### src/rtl/cmd_reg_target.sv
// cmd_reg_target: command consumer that decodes register write/read commands
// from the parser byte stream into a bank of 32-bit control registers and
// pushes read replies as bytes into the reply FIFO.
//
// state  | meaning
// -------+---------------------------------------------------------------
// IDLE   | wait for our mask bit, ack and capture the opcode
// ADDR   | ack and capture the register address byte
// DATA   | ack four little-endian data bytes; write lands on entry to COMMIT
// COMMIT | reg_wr strobe cycle, new register value already visible
// RDCAP  | latch the read word (0 for an out-of-range address)
// REPLY  | emit addr + 4 data bytes, stalling while reply_full is high
// DRAIN  | ack and discard trailing bytes until the mask bit drops
module cmd_reg_target #(
  parameter int MASK_BIT = 0,
  parameter int N_REGS   = 8,
  parameter int ADDR_W   = 3
) (
  input  logic                clk,
  input  logic                reset,
  input  logic [7:0]          cmd_mask,
  input  logic [7:0]          data,
  output logic [7:0]          data_ack,
  output logic [32*N_REGS-1:0] regs,
  output logic                reg_wr,
  output logic [ADDR_W-1:0]   reg_wr_addr,
  output logic [7:0]          reply_data,
  output logic                reply_wr,
  input  logic                reply_full,
  output logic [7:0]          err_count
);

  typedef enum logic [2:0] {
    S_IDLE, S_ADDR, S_DATA, S_COMMIT, S_RDCAP, S_REPLY, S_DRAIN
  } state_t;

  state_t              state_q, state_d;
  logic                gap_q, gap_d;
  logic                is_rd_q, is_rd_d;
  logic [7:0]          addr_q, addr_d;
  logic [23:0]         word_q, word_d;
  logic [2:0]          cnt_q, cnt_d;
  logic [39:0]         reply_sh_q, reply_sh_d;
  logic [31:0]         regs_q [N_REGS];
  logic [31:0]         regs_d [N_REGS];
  logic                reg_wr_q, reg_wr_d;
  logic [ADDR_W-1:0]   reg_wr_addr_q, reg_wr_addr_d;
  logic [7:0]          err_q, err_d;

  logic                mask_hi;
  logic                ack_ok;
  logic                ack;
  logic                err_inc;
  logic                reply_go;
  logic                addr_ok;
  logic [ADDR_W-1:0]   addr_idx;
  logic [31:0]         word_full;
  logic [31:0]         rd_word;

  assign mask_hi   = cmd_mask[MASK_BIT];
  // a byte is only popped every other cycle so the parser can advance
  assign ack_ok    = mask_hi && !gap_q;
  assign addr_ok   = ({24'd0, addr_q} < 32'(N_REGS));
  assign addr_idx  = addr_q[ADDR_W-1:0];
  // bytes shift in from the top, so after d3 the word reads {d3,d2,d1,d0}
  assign word_full = {data, word_q};
  assign rd_word   = addr_ok ? regs_q[addr_idx] : 32'd0;

  // next-state, datapath and strobe decode
  always_comb begin
    state_d       = state_q;
    gap_d         = 1'b0;
    is_rd_d       = is_rd_q;
    addr_d        = addr_q;
    word_d        = word_q;
    cnt_d         = cnt_q;
    reply_sh_d    = reply_sh_q;
    regs_d        = regs_q;
    reg_wr_d      = 1'b0;
    reg_wr_addr_d = reg_wr_addr_q;
    ack           = 1'b0;
    err_inc       = 1'b0;
    reply_go      = 1'b0;
    case (state_q)
      S_IDLE: begin
        if (ack_ok) begin
          ack = 1'b1;
          if (data == 8'h01 || data == 8'h02) begin
            is_rd_d = (data == 8'h02);
            state_d = S_ADDR;
          end else begin
            err_inc = 1'b1;
            state_d = S_DRAIN;
          end
        end
      end
      S_ADDR: begin
        if (!mask_hi) begin
          err_inc = 1'b1;
          state_d = S_IDLE;
        end else if (ack_ok) begin
          ack     = 1'b1;
          addr_d  = data;
          cnt_d   = 3'd3;
          state_d = is_rd_q ? S_RDCAP : S_DATA;
        end
      end
      S_DATA: begin
        if (!mask_hi) begin
          err_inc = 1'b1;
          state_d = S_IDLE;
        end else if (ack_ok) begin
          ack    = 1'b1;
          word_d = word_full[31:8];
          if (cnt_q == 3'd0) begin
            // commit at this edge so the register and strobe appear together
            state_d = S_COMMIT;
            if (addr_ok) begin
              regs_d[addr_idx] = word_full;
              reg_wr_d         = 1'b1;
              reg_wr_addr_d    = addr_idx;
            end else begin
              err_inc = 1'b1;
            end
          end else begin
            cnt_d = cnt_q - 3'd1;
          end
        end
      end
      S_COMMIT: begin
        state_d = S_DRAIN;
      end
      S_RDCAP: begin
        reply_sh_d = {rd_word, addr_q};
        err_inc    = !addr_ok;
        cnt_d      = 3'd4;
        state_d    = S_REPLY;
      end
      S_REPLY: begin
        if (!reply_full) begin
          reply_go   = 1'b1;
          reply_sh_d = {8'd0, reply_sh_q[39:8]};
          if (cnt_q == 3'd0) state_d = S_DRAIN;
          else               cnt_d   = cnt_q - 3'd1;
        end
      end
      S_DRAIN: begin
        if (ack_ok)        ack     = 1'b1;
        else if (!mask_hi) state_d = S_IDLE;
      end
      default: state_d = S_IDLE;
    endcase
    gap_d = ack;
    err_d = (err_inc && err_q != 8'hFF) ? err_q + 8'd1 : err_q;
  end

  // output drive; strobes are forced low while reset is asserted
  always_comb begin
    data_ack           = 8'd0;
    data_ack[MASK_BIT] = ack && !reset;
    reply_wr           = reply_go && !reset;
    reply_data         = (state_q == S_REPLY && !reset) ? reply_sh_q[7:0] : 8'd0;
  end

  assign reg_wr      = reg_wr_q;
  assign reg_wr_addr = reg_wr_addr_q;
  assign err_count   = err_q;

  for (genvar gi = 0; gi < N_REGS; gi++) begin : g_flat
    assign regs[32*gi +: 32] = regs_q[gi];
  end

  // state and datapath registers with synchronous reset
  always_ff @(posedge clk) begin
    if (reset) begin
      state_q       <= S_IDLE;
      gap_q         <= 1'b0;
      is_rd_q       <= 1'b0;
      addr_q        <= 8'd0;
      word_q        <= 24'd0;
      cnt_q         <= 3'd0;
      reply_sh_q    <= 40'd0;
      reg_wr_q      <= 1'b0;
      reg_wr_addr_q <= '0;
      err_q         <= 8'd0;
      for (int i = 0; i < N_REGS; i++) regs_q[i] <= 32'd0;
    end else begin
      state_q       <= state_d;
      gap_q         <= gap_d;
      is_rd_q       <= is_rd_d;
      addr_q        <= addr_d;
      word_q        <= word_d;
      cnt_q         <= cnt_d;
      reply_sh_q    <= reply_sh_d;
      reg_wr_q      <= reg_wr_d;
      reg_wr_addr_q <= reg_wr_addr_d;
      err_q         <= err_d;
      regs_q        <= regs_d;
    end
  end

endmodule

### config.mk
export PLATFORM = sky130hd
export DESIGN_NAME = cmd_reg_target
export DESIGN_NICKNAME = d
export VERILOG_FILES = /design/src/rtl/cmd_reg_target.sv
export SDC_FILE = /design/constraint.sdc
export NUM_CORES = 1
export LEC_CHECK = 0
export ABC_AREA = 1
export CAP_MARGIN = 20
export CORE_UTILIZATION = 30
export CTS_BUF_LIST = sky130_fd_sc_hd__clkbuf_4 sky130_fd_sc_hd__clkbuf_8
export DETAILED_ROUTE_END_ITERATION = 8
export GPL_TIMING_DRIVEN = 0
export SLEW_MARGIN = 20
export SYNTH_ARGS = -nofsm -noshare
export SYNTH_HDL_FRONTEND = slang
export SYNTH_SLANG_ARGS = --single-unit
### constraint.sdc
create_clock -name clk -period 2.31 [get_ports clk]
set_input_delay 0.3465 -clock clk [delete_from_list [all_inputs] [get_ports clk]]
set_output_delay 0.3465 -clock clk [all_outputs]
set_load 0.01 [all_outputs]
==> results.md <==
- Measured against its own limit, the worst slew margin works out to 36.4%.
- Cells with a size suffix above 1 make up 8.48% of the layout.
- The run finished with clean final reports.
- Clock-pin slew was measured on the worst setup and hold paths at 0.06 ns.
- The root buffer cell chosen for the clock tree is sky130_fd_sc_hd__clkbuf_8.
- Yosys printed 0 warnings.
- With fillers left out, the area of the finished cells amounts to 21,100 um^2.
- The area fraction in compound gates after synthesis is 20.7%.
- In the global route stage, overall resource usage came out at 25.2%.
- Setup repair after global routing could not meet its margin everywhere.
- The number of clock buffers added by TritonCTS is 60.
- Timing would allow up to 438 MHz.
- Cell internal power was estimated by the tool at 11.2 mW.
- The iteration-0 DRC count of the detailed router is 1,618.
- The biggest area contributor in the post-synthesis netlist is sky130_fd_sc_hd__dfxtp_1.
- Measured along the y axis, the die boundary spans 230 um.
- The layout-stage area growth over the synthesis result is 35.3%.
- Ranked by instance count, the synthesized netlist is headed by 426 x sky130_fd_sc_hd__nand2_1, 350 x sky130_fd_sc_hd__nor2_1, 348 x sky130_fd_sc_hd__dfxtp_1.
- The synthesized netlist devotes 0.241% of its cell area to adder and majority cells.
- The number of slew-limit violations in the final report came to 0.
- The quantity of I/O buffers inserted on ports is 288.
- By area the synthesized netlist is led by sky130_fd_sc_hd__dfxtp_1 45%, sky130_fd_sc_hd__nand2_1 10%, sky130_fd_sc_hd__nor2_1 8.4%.
- The detailed-route wire length is 69,400 um.
- The tightest min-delay check is of the in -> reg type.
- The capturing element type of the critical path is a flop.
- The startpoint kind of the worst setup timing path is a flop.
- The number of global-route vias before repair was 16,000.
- The total number of nets in the final design is 2,702.
- The logic gate share of total power is 26.9%.
- Row generation in the floorplan step produced 83 rows.
- Counting distinct cell types in the post-synthesis netlist gives 31.
- The startpoint identified for the worst hold timing path is data[0].
- The number of top-level design ports is 304.
- The number of cells on the worst reg-to-reg path is 7.
- After detailed routing, the number of remaining DRC violations is 0.
- Counting flops with a built-in enable in the synthesized netlist gives 0.
- The die outline area is 52,900 um^2.
- The fraction of synthesized cell area in xor and xnor cells is 0.449%.
- The largest net degree at the start of global routing is 16.
- The wire length of the first global-routing pass is 99,900 um.
- The share of the Yosys chip area taken by registers is 44.6%.
- For the worst setup path, the data arrival time is 2.82 ns.
- Summed over all layers, the global routing overflow is 0.
- The H-tree depth reported by CTS is 2.
- The first-pass iteration count of the detailed router is 5.
- The end of the worst register-to-register path is reply_sh_q[14].
- The initial antenna violation count is 2.
- The placed instances occupy a cell area of 19,400 um^2.
- The power per cell area is 834 nW/um^2.
- At the worst endpoint, the required time is 2.85 ns.
- The analysis attributes to net switching a power of 6.36 mW.
- Summing every instance area after synthesis gives 15,600 um^2.
- The detail-routed via count per cell is 5.05.
- Among all stages on the critical path, the largest delay is contributed by sky130_fd_sc_hd__nor2_2.
- The post-synthesis register bit count is 348.
- The most frequently used flop master after synthesis is sky130_fd_sc_hd__dfxtp_1.
- Walking the worst path, the cells encountered are nor2_2, clkbuf_1, o211ai_1, nand2_1, inv_1, nand4_1, a21oi_1.
- The area share of the leading cell type in the synthesized netlist is 44.6%.
- Of all nets on the critical path, the largest fanout is 10.
- Once detail routing completed, the nets flagged for antenna violations numbered 0.
- The TritonCTS clock tree is built.
- In this run the critical register-to-register path is launched from addr_q[1].
- The critical path is of the reg -> reg type.
- The sink count of the clock tree is 348.
- The number of max-capacitance violations reported is 0.
- The fraction of power consumed by sequential logic is 38.8%.
- Each instance of the synthesized netlist takes up on average 6.76 um^2.
- The ratio of final minimum period to clock period is 98.7%.
- The clock network latency to the later pin of the worst-skew pair is 0.67 ns.
- The worst-case clock skew is 0.0288 ns.
- The switching portion of total power is 36.1%.
- The clock tree buffer depth is 3.
- The HPWL reported at the end of detailed placement is 52,300 um.
- The vias after detailed routing is 17,200.
- The path with the worst hold slack has its endpoint at regs[88].
- The register-to-register setup slack is 0.03 ns.
- Synthesis handed over a netlist of 2,307 instances.
- The part of the total power dissipated in the clock network is 34.3%.
- After synthesis, the largest family of logic cells by area is simple AND/OR/NAND/NOR gates.
- The cell count after placement is 3,281.
- The initial standard-cell utilization of the core is 30.4%.
- Yosys instantiated no cell more often than sky130_fd_sc_hd__nand2_1.
- At the pin with the least slew margin, the transition time is 0.954 ns.
- For this design the static power due to leakage is 8.79 nW.
- The share of synthesized registers carrying an async set or reset is 0%.
- Of the total synthesized cell area, the portion taken by AND, OR, NAND and NOR gates is 21.6%.
- The non-filler instance count after layout is 3,404.
- The category of cells accounting for the largest share of critical-path delay is simple AND/OR/NAND/NOR gates.
- The number of buffers inserted for hold repair after clock tree synthesis is 0.
- The area of the placeable core is 51,400 um^2.
- In this design, the stage delay of the slowest critical-path cell is 0.64 ns.
- Multiplexer cells account for 0% of the synthesized area.
- The smallest clock period supported by the final layout is computed as 2.28 ns.
- The die is 230 um wide.
- Routability-driven placement finished with a final weighted congestion of 0.961.
- The worst hold path depth is 3.
- The total buffers and inverters traversed by the critical path is 2.
- The worst-case IR drop observed on VDD is 396 uV.
- The final-report hold violation count is 0.
- The final routed wire length divided by cell count is 20.4 um.
- The total design power is 17.6 mW.
- Setup violations remaining at the end of the flow were counted as 0.
## final cells by class
type                            instances  area, um^2
Clock inverter                          7        63.8
Timing Repair Buffer                  303        2990
Clock buffer                           98        1190
Sequential cell                       348        6970
Antenna cell                            1        2.50
Buffer                                183         950
Multi-Input combinational cell       1470        6910
Fill cell                            5325       30300
Inverter                              314        1180
Tap cell                              680         851
## routing by layer
metal  vias to the layer above  GRT usage (%)  share of wire (%)
met5                         -              0                  0
met2                       854           41.1                 46
met4                         0           10.6                4.0
met3                       147           5.05                8.2
li1                       8066              -                  -
met1                      8120           32.3                 42
## layout by cell type (no fill, tap or decap), drive strengths merged
| cell | instances |
|---|---|
| a21oi | 257 |
| buf | 84 |
| bufinv | 1 |
| clkbuf | 217 |
| clkdlybuf4s15 | 4 |
| clkdlybuf4s50 | 278 |
| clkinv | 7 |
| conb | 7 |
| dfxtp | 348 |
| diode | 1 |
| dlygate4sd2 | 1 |
| ha | 3 |
| inv | 313 |
| nand2 | 432 |
| nand3 | 29 |
| nand3b | 2 |
| nand4 | 25 |
| nor2 | 353 |
| nor3 | 11 |
| o2111ai | 2 |
| o211ai | 82 |
| o21a | 1 |
| o21ai | 248 |
| o22ai | 9 |
| or2 | 1 |
| xnor2 | 4 |
| xor2 | 4 |
## registers in the layout (all words and copies together) (netlist names)
register,cells
gap_q,1
reg_wr,1
reg_wr_addr,3
err_count,8
cnt_q,3
word_q,24
regs,256
reply_sh_q,40
state_q,3
addr_q,8
is_rd_q,1
## worst min-delay path, cell delays in order
cell and delay (ns):
sky130_fd_sc_hd__buf_2 0.21, sky130_fd_sc_hd__nor2_1 0.13, sky130_fd_sc_hd__nor2_1 0.05
## repair_timing
action,CTS,global route
endpoints found under the setup margin,213,286
gates cloned,0,2
pin swaps,1,6
setup buffers,4,11
gates resized for setup,80,113
## cells by family after synthesis
kind of cell	after synthesis
fa+ha+maj	3
buf+inv	497
xor+xnor	8
flops	348
simple gates	851
compound gates	599
other cells	1
## power groups by stage
stage | logic (mW) | registers [mW] | clock network [mW]
final | 4.73 | 6.84 | 6.03
after global routing | 5.10 | 6.88 | 6.36
after CTS | 4.52 | 6.82 | 6.07
after detailed placement | 4.43 | 6.93 | 0
after global placement | 4.38 | 6.93 | 0
after floorplan | 2.60 | 6.89 | 0
## worst max-delay path by stage
stage,from,endpoint,slack (ns),cells past startpoint
6_report,addr_q[1],reply_sh_q[14],0.03,7
5_1_grt,addr_q[1],reply_sh_q[17],-0.1,7
4_1_cts,cnt_q[0],regs[36],-0.07,10
3_5_place_dp,reset,reply_data[7],-1.15,6
3_3_place_gp,reset,reply_data[7],-1.06,6
2_1_floorplan,cnt_q[0],regs[10],0.55,12
## metrics by stage
step	setup WS, ns	TNS [ns]	utilization, %	hold slack [ns]
floorplan	0.546	0	-	0.446
global placement	-1.06	-127.67	37.7	0.452
detailed placement	-1.15	-132.77	37.7	0.457
CTS	-0.0674	-0.663	40.5	0.0907
global route	-0.0950	-0.841	41.1	0.114
finish	0.0291	0	41.1	0.133
Note: power is estimated with default switching activity, not from simulation.
